[src/rtl/barrett_pkg.sv]
// Shared constants and types for the Q=1709 Barrett reduction datapath and its arbiter.
package barrett_pkg;

  localparam int Q   = 1709;
  localparam int K   = 11;
  localparam int MU  = 2454;
  localparam int DW  = 2 * K - 1;
  localparam int QHW = DW + 2;
  localparam int TW  = QHW - K;
  localparam int TPW = TW + K;
  localparam int RW  = K + 2;

  typedef logic [K-1:0] modq_t;

  function automatic int clog2_f(input int n);
    int r;
    r = 0;
    for (int i = 0; i < 31; i++) begin
      if ((1 << i) < n) r = i + 1;
    end
    return r;
  endfunction

endpackage

[src/rtl/barrett_reduce_pipe.sv]
// Three-stage Barrett mod-Q reduction with a global enable, valid bit and id tag side-band.
module barrett_reduce_pipe
  import barrett_pkg::*;
#(
  parameter int IDW = 2
) (
  input  logic           clk_i,
  input  logic           rst_i,
  input  logic           en_i,
  input  logic           valid_i,
  input  logic [DW-1:0]  a_i,
  input  logic [IDW-1:0] id_i,
  output logic           valid_o,
  output modq_t          res_o,
  output logic [IDW-1:0] id_o
);

  localparam logic [QHW-1:0] MU_W = QHW'(MU);
  localparam logic [TPW-1:0] Q_W  = TPW'(Q);
  localparam logic [RW-1:0]  R1Q  = RW'(Q);
  localparam logic [RW-1:0]  R2Q  = RW'(2 * Q);

  logic           s1_v_q;
  logic [DW-1:0]  s1_a_q;
  logic [QHW-1:0] s1_qh_q, s1_qh_d;
  logic [IDW-1:0] s1_id_q;

  logic           s2_v_q;
  logic [RW-1:0]  s2_r_q, s2_r_d;
  logic [IDW-1:0] s2_id_q;

  logic           s3_v_q;
  modq_t          s3_res_q, s3_res_d;
  logic [IDW-1:0] s3_id_q;

  logic [TW-1:0]  t_w;
  logic [TPW-1:0] tq_w;

  always_comb begin
    s1_qh_d = QHW'(a_i >> K) * MU_W;
    t_w     = TW'(s1_qh_q >> K);
    tq_w    = TPW'(t_w) * Q_W;
    // Exact result is below 3Q < 2^RW, so modular RW-bit subtraction is lossless.
    s2_r_d  = RW'(s1_a_q) - RW'(tq_w);
    if (s2_r_q >= R2Q) begin
      s3_res_d = K'(s2_r_q - R2Q);
    end else if (s2_r_q >= R1Q) begin
      s3_res_d = K'(s2_r_q - R1Q);
    end else begin
      s3_res_d = K'(s2_r_q);
    end
  end

  always_ff @(posedge clk_i) begin
    if (rst_i) begin
      s1_v_q   <= 1'b0;
      s1_a_q   <= '0;
      s1_qh_q  <= '0;
      s1_id_q  <= '0;
      s2_v_q   <= 1'b0;
      s2_r_q   <= '0;
      s2_id_q  <= '0;
      s3_v_q   <= 1'b0;
      s3_res_q <= '0;
      s3_id_q  <= '0;
    end else if (en_i) begin
      s1_v_q <= valid_i;
      s2_v_q <= s1_v_q;
      s3_v_q <= s2_v_q;
      if (valid_i) begin
        s1_a_q  <= a_i;
        s1_qh_q <= s1_qh_d;
        s1_id_q <= id_i;
      end
      if (s1_v_q) begin
        s2_r_q  <= s2_r_d;
        s2_id_q <= s1_id_q;
      end
      // Bubbles leave the output data at its last value.
      if (s2_v_q) begin
        s3_res_q <= s3_res_d;
        s3_id_q  <= s2_id_q;
      end
    end
  end

  assign valid_o = s3_v_q;
  assign res_o   = s3_res_q;
  assign id_o    = s3_id_q;

endmodule

[src/rtl/barrett_share_arbiter.sv]
// Round-robin sharing of one Barrett mod-Q pipeline among N_REQ requesters.
// Optional stall statistics counter enabled by defining BARRETT_ARB_STATS_EN.
module barrett_share_arbiter
  import barrett_pkg::*;
#(
  parameter int N_REQ = 4,
  parameter int IDW   = clog2_f(N_REQ)
) (
  input  logic                clk,
  input  logic                rst,
  input  logic [N_REQ-1:0]    req_valid,
  input  logic [N_REQ*DW-1:0] req_data,
  output logic [N_REQ-1:0]    req_ready,
  output logic                res_valid,
  output logic [K-1:0]        res_data,
  output logic [IDW-1:0]      res_id,
  input  logic                res_ready
`ifdef BARRETT_ARB_STATS_EN
  ,
  output logic [31:0]         stat_stall_cnt
`endif
);

  logic             advance;
  logic [IDW-1:0]   ptr_q, ptr_d;
  logic [N_REQ-1:0] grant;
  logic [IDW-1:0]   gidx;
  logic [IDW-1:0]   cidx;
  logic             found;
  logic             xfer;
  logic [DW-1:0]    sel_data;
  int               cand;

  assign advance = !res_valid || res_ready;

  always_comb begin
    grant = '0;
    gidx  = '0;
    cidx  = '0;
    found = 1'b0;
    cand  = 0;
    for (int off = 0; off < N_REQ; off++) begin
      cand = int'(ptr_q) + off;
      if (cand >= N_REQ) cand = cand - N_REQ;
      cidx = IDW'(cand);
      if (!found && req_valid[cidx]) begin
        grant[cidx] = 1'b1;
        gidx        = cidx;
        found       = 1'b1;
      end
    end
  end

  always_comb begin
    sel_data = '0;
    for (int i = 0; i < N_REQ; i++) begin
      if (grant[i]) sel_data = req_data[i*DW +: DW];
    end
  end

  assign req_ready = advance ? grant : '0;
  assign xfer      = advance && found;

  always_comb begin
    ptr_d = ptr_q;
    if (xfer) begin
      ptr_d = (gidx == IDW'(N_REQ - 1)) ? '0 : gidx + 1'b1;
    end
  end

  always_ff @(posedge clk) begin
    if (rst) begin
      ptr_q <= '0;
    end else begin
      ptr_q <= ptr_d;
    end
  end

  barrett_reduce_pipe #(
    .IDW(IDW)
  ) u_pipe (
    .clk_i  (clk),
    .rst_i  (rst),
    .en_i   (advance),
    .valid_i(xfer),
    .a_i    (sel_data),
    .id_i   (gidx),
    .valid_o(res_valid),
    .res_o  (res_data),
    .id_o   (res_id)
  );

`ifdef BARRETT_ARB_STATS_EN
  logic [31:0] stall_q, stall_d;

  always_comb begin
    stall_d = stall_q;
    if (res_valid && !res_ready && (stall_q != '1)) begin
      stall_d = stall_q + 32'd1;
    end
  end

  always_ff @(posedge clk) begin
    if (rst) begin
      stall_q <= '0;
    end else begin
      stall_q <= stall_d;
    end
  end

  assign stat_stall_cnt = stall_q;
`endif

endmodule
[config.mk]
export PLATFORM = sky130hd
export DESIGN_NAME = barrett_share_arbiter
export DESIGN_NICKNAME = d
export VERILOG_FILES = /design/src/rtl/barrett_pkg.sv /design/src/rtl/barrett_reduce_pipe.sv /design/src/rtl/barrett_share_arbiter.sv
export SDC_FILE = /design/constraint.sdc
export NUM_CORES = 1
export LEC_CHECK = 0
export ABC_AREA = 1
export CAP_MARGIN = 20
export CORE_MARGIN = 2
export CORE_UTILIZATION = 59
export CTS_BUF_LIST = sky130_fd_sc_hd__clkbuf_2 sky130_fd_sc_hd__clkbuf_4 sky130_fd_sc_hd__clkbuf_8
export DETAILED_ROUTE_END_ITERATION = 8
export HOLD_SLACK_MARGIN = 0.12
export PLACE_DENSITY = 0.84
export SETUP_SLACK_MARGIN = 0.1
export SYNTH_ARGS = -nofsm -noshare
export SYNTH_HDL_FRONTEND = slang
export SYNTH_HIERARCHICAL = 1
export SYNTH_SLANG_ARGS = --single-unit
[constraint.sdc]
create_clock -name clk -period 7.6 [get_ports clk]
set_clock_uncertainty 0.15 [all_clocks]
set_input_delay 1.52 -clock clk [delete_from_list [all_inputs] [get_ports clk]]
set_output_delay 1.52 -clock clk [all_outputs]
set_load 0.005 [all_outputs]
==> results by group <==
STA
  – Post-layout min period: around 7200 ps
  – Hold Vio Cnt, Final: 0
  – Setup violators final: 0
  – RSZ-0062 raised after global routing: yes
  – Highest Clock Rate: 0.140 GHz
  – Slew @ Worst Pin: 914 ps
  – Slew HR: between 30% and 40%
  – Final slew viol count: 0
  – Worst Slack Setup Final: 444 ps
  – Setup TNS: 0 ps
  – Fin crit share: 94.2%

Floorplan
  – Effective utilization at floorplan: 60.1%
  – Core footprint: between 0.01 and 0.015 mm2
  – Row count: between 40 and 50
  – Die Ht: 125 um
  – Full die area: 0.0157 mm2
  – Die Width: between 100 and 150 um
  – # IOs: approximately 110

Placed design
  – DP Wirelength: between 15000 and 20000 um
  – Worst slack, placed: 110 ps
  – Port bufs: roughly 110
  – Dpl cells: ~1500
  – Placer Congestion: about 0.99

Global routing
  – First-pass GRT wire length: 37500 um
  – Largest net degree at the start of global routing: 31
  – Grt total ovfl: 0
  – Vias in the first global route: 8197
  – Initial antenna violation count: 0
  – Total GRT Usage: 28.9%

Final layout
  – Layout cell share with drive strength beyond 1: 6.17%
  – # fillers: 1250
  – Final core utilization: 70.1%
  – Commonest non-fill, non-tap cell in the layout: nand2_1
  – Final cell count without fillers: roughly 1600
  – # nets final: 1653
  – P&R area growth vs syn: 16.6%
  – N_diodes: 0
  – Register area: around 0.0012 mm2
  – Multi-input combinational cell area: about 0.0064 mm2
  – Commonest cells after routing, fill and taps aside: nand2_1, inv_1, ha_1

Route
  – DR WL/cell: 14.5 um
  – ANT nets after route: 0
  – Top layer in use: met4
  – DR DRC count: 0
  – Total number of vias: roughly 8400
  – WL met1: ~10000 um
  – Via-to-Cell Ratio: 5.36
  – DRT Pass-1 Iters: 6
  – Total Wirelength: 22600 um
  – Iteration-0 DRC Markers: 597
  – Detail Route met2 WL: 10900 um
  – Met3 wire len: 1070 um

Logic synthesis
  – Area share of fa/ha/maj cells after synthesis: between 30% and 40%
  – Yosys top cell area share: 19.6%
  – Largest area contributor in the netlist: ha_1
  – FF+latch count, synth: 59
  – Syn Area/Cell: about 6.9 um2
  – Count of different cell masters after synthesis: 47
  – Ranking of synthesized cells by area: ha_1, dfxtp_1, nand2_1, fa_1, inv_1
  – Sequential fraction of the synthesis area: between 10% and 20%
  – Post-Synth Simple-Gate Area: 26.1%
  – Yosys warns: 6
  – Synth Instances: 1269
  – Multiplexer share of the synthesized area: 0%
  – Synthesized Nets: around 1500
  – Synth Area in Compound Gates: 12.8%
  – Cell area after synthesis: 0.00870 mm2
  – Combinational family with the most area after synthesis: adder cells
  – Post-Synth XOR/XNOR Area: 2.82%

Setup path
  – Crit start category: primary input
  – Max incr delay on CP: ~500 ps
  – Crit end category: flip-flop
  – Critical path data arrival time: 7260 ps
  – Cell mode on critical path: inv_1
  – Crit path max fanout: 15
  – Worst Setup Path Type: primary input to flip-flop
  – CP max stage cell: fa_1
  – Worst Path Required: around 7700 ps

CTS
  – Num CTS Buffers: 9
  – CTS tree: done
  – Sinks on Clock Net: 59
  – H-Tree Depth: 3
  – Root Buffer: clkbuf_8
  – Clk Latency, worst-skew pair: 360 ps
  – Clk buf depth: 2
  – Hold buffer count at cts: 0
  – Worst-path clk slew: 70 ps

Run status
  – Outcome: completed

Job
  – Max Cap Viol: 0

Worst hold path
  – Worst hold-check path type: flip-flop to flip-flop
==> routing by layer <==
metal  vias up  global-route usage [%]
met3        43                    3.98
met4         0                    11.4
met2       254                    50.1
met1      3809                    36.2
met5         -                       0
li1       4260                       -
==> layout make-up <==
type                    count  share of cell area (%)
clock inverters             7                   0.752
multi-input cells         938                    63.1
inverters                 237                    8.91
flip-flops and latches     59                    11.6
clock buffers               9                    1.22
well taps                 184                    2.27
repair buffers            128                    12.1
==> critical path, delay by kind of cell <==
kind            cells  cell delay [ps]
simple gates       13             1560
buf+inv             9             1010
compound gates      4              690
fa+ha+maj           6             2460
==> synth_stat cells, drive strengths merged <==
library cell and number:
o21bai 1, ha 136, a21boi 4, a21oi 112
o21a 2, dfxtp 59, clkbuf 11, a31oi 6
clkinv 4, o21ai 74, o211ai 4, nand3b 5
xnor2 8, or2 2, nor2b 1, xor2 20
and3 2, nor3 9, fa 53, nand3 93
buf 24, a21o 3, nand2 293, and2 1
nand4 17, nor2 91, inv 233, a22oi 1
==> sequential cells by signal, summed over array words and instances, names as in the netlist, named ones only <==
name            cells
ptr_q               1
u_pipe/id_o         2
u_pipe/res_o       11
u_pipe/s1_a_q      13
u_pipe/s1_id_q      2
u_pipe/s1_qh_q     11
u_pipe/s1_v_q       1
u_pipe/s2_id_q      2
u_pipe/s2_r_q      13
u_pipe/s2_v_q       1
u_pipe/valid_o      1
==> final timing paths <==
check                                   start                 end  slack (ps)  cells after the start
worst max-delay path             req_valid[3]  u_pipe/s1_qh_q[17]         440                     32
worst min-delay path            u_pipe/s1_v_q       u_pipe/s1_v_q         320                      2
worst max register to register      flip-flop  u_pipe/s1_qh_q[17]        1000                     32
worst min register to register  u_pipe/s1_v_q       u_pipe/s1_v_q         320                      2
==> logic make-up after synthesis <==
group / count (synthesis)
buf+inv: 272
simple gates: 514
fa+ha+maj: 189
xor+xnor: 28
flops: 59
compound gates: 207
==> metrics by stage <==
step	cell area (um2)	hold WS (ps)
floorplan	8700	285
global placement	9940	298
detailed placement	9940	303
CTS	10100	315
global route	10200	341
finish	10200	318
==> repair_timing <==
| action | CTS | global route |
|---|---|---|
| endpoints found under the hold margin | 0 | 0 |
| endpoints found under the setup margin | 0 | 3 |
| buffers inserted | 0 | 0 |
| resized for setup | 0 | 2 |
Power is not shown: default switching activity piles up to over one toggle a cycle in this logic, so the estimate is an artifact.
==> variant (same flow settings) <==
Set the parameter `N_REQ` to 5 (it was 4).
--- a/src/rtl/barrett_share_arbiter.sv
+++ b/src/rtl/barrett_share_arbiter.sv
@@ -3,7 +3,7 @@
 module barrett_share_arbiter
   import barrett_pkg::*;
 #(
-  parameter int N_REQ = 4,
+  parameter int N_REQ = 5,
   parameter int IDW   = clog2_f(N_REQ)
 ) (
   input  logic                clk,
Interface: changed (resized req_data, req_ready, req_valid and res_id); port bits go from 109 to 133. The function was not compared with the original's and may differ.
==> variant against the original RTL <==
Core utilization up 2.3 points; synthesized area up 16%; routed wire length up 22%; setup slack better by 92 ps; sequential cell count up 4; final cell count up 21%; global-route usage up 2.0 points; sequential share of layout area down 1.2 points; maximum frequency up 1.3%; final area up 19%; worst hold slack worse by 2.6 ps.
Power is left out: the tool's default activity adds up to more than one toggle a clock period on the data nets, which glitch-free logic cannot reach.
==> variant: results (changes against the original RTL) <==
[critical_path]
crit_path_max_incr_delay_ps=560  ; +60 ps
startpoint=req_valid[1]
cp-end-kind=flop
crit_type=in -> reg
r2r_slack_ps=630  ; -370 ps
regToRegEndpoint=u_pipe/s1_qh_q[18]
ff2ff_path_depth=35  ; +9.4%
critical_path.top_delay_family=adder cells
arrival_ps=7150  ; -110 ps
crit_fanout=9  ; -6

[clock_network]
cts-root-buf=clkbuf_8
cts.sinks=63  ; +6.8%
clkLatencyLatePin_ps=360  ; about the same

[outcome]
status=finished clean

[drt]
drt-pass1-iter-count=7  ; +1
drt_iter0_markers=524  ; -12%
totalWireLength_microns=27500  ; +22%
num_vias=9945  ; +19%

[global_route]
grt_pass1_wl_microns=45100  ; +20%
first_global_vias=9529  ; +16%
grt_max_degree=34  ; +9.7%
grt.total_usage_pct=30.9  ; +2.0 points

[placement]
hpwlAfterDp_microns=23000  ; +22%
pre_cts_ws_ps=-10.1  ; -120 ps
io_buffers=132  ; +22%
place.gp.congestion=0.956  ; -3.9%

[synth]
synthXorXnorAreaFrac_pct=3.35  ; +0.54 points
yosysWarnings=6  ; unchanged
synth_compound_area_share_pct=10.7  ; -2.1 points
yosys-top-cells-count=396 x nand2_1, 257 x inv_1, 154 x nor2_1, 140 x ha_1, 97 x a21oi_1
yosysSeqAreaShare_pct=12.5  ; -1.1 points
synth.distinct_cells=50  ; +6.4%
ys_top_cells_by_area=ha_1 17%, nand2_1 15%, dfxtp_1 12%
synth_nets=1840  ; +19%
synth_area_per_cell_sq_um=6.60  ; -3.8%
yosys.area_share.adder_pct=28.0  ; -3.7 points

[sta]
worst_pin_slew_ps=893  ; -21.0 ps
hold_ws_ps=316  ; -2.59 ps
min_period_ps=7060  ; -92.3 ps

[final_layout]
buffers_excl_clock=165  ; +29%
multi_input_area_sq_mm=0.00765  ; +20%
num-fill-cells=1424  ; +14%
buf_share_pct=13.3  ; +1.2 points
layout.cells.non_filler=1895  ; +21%
multi_input_gates=1158  ; +23%
non_clock_inverter_count=273  ; +15%
drive_gt1_share_pct=9.31  ; +3.1 points
nets=1977  ; +20%
seq_share_pct=10.5  ; -1.2 points
clk_share_pct=1.87  ; -0.10 points

[worst_hold_path]
hold_depth=2  ; unchanged

-- variant: changes by cell type after synthesis, sizes merged, moves of 10 or more --
cell / before / now
nand4: 17 / 28
a21oi: 112 / 102
nand2: 293 / 418
inv: 233 / 272
nor2: 91 / 166
-- variant: repair_timing --
item	4_1_cts	5_1_grt
gates resized for setup	0	31
hold endpoints to repair	0	0
setup buffers	0	5
setup endpoints to repair	0	11
-- variant: metrics by stage --
| stage | setup TNS (ps) | cell area (sq um) | util [%] |
|---|---|---|---|
| after CTS | 0 | 11900 | 71.5 |
| final | 0 | 12100 | 72.4 |
| after floorplan | 0 | 10100 | - |
| after detailed placement | -11.0 | 11700 | 70.2 |
| after global routing | 0 | 12100 | 72.4 |
| after global placement | 0 | 11700 | 70.2 |
-- variant: per-layer routing --
metal / vias to the layer above / share of wire (%) / track usage (%)
li1: 5100 / - / -
met4: 0 / 3.8 / 12.6
met1: 4449 / 43 / 38.9
met2: 327 / 47 / 52.8
met5: - / 0 / 0
met3: 69 / 5.9 / 4.54
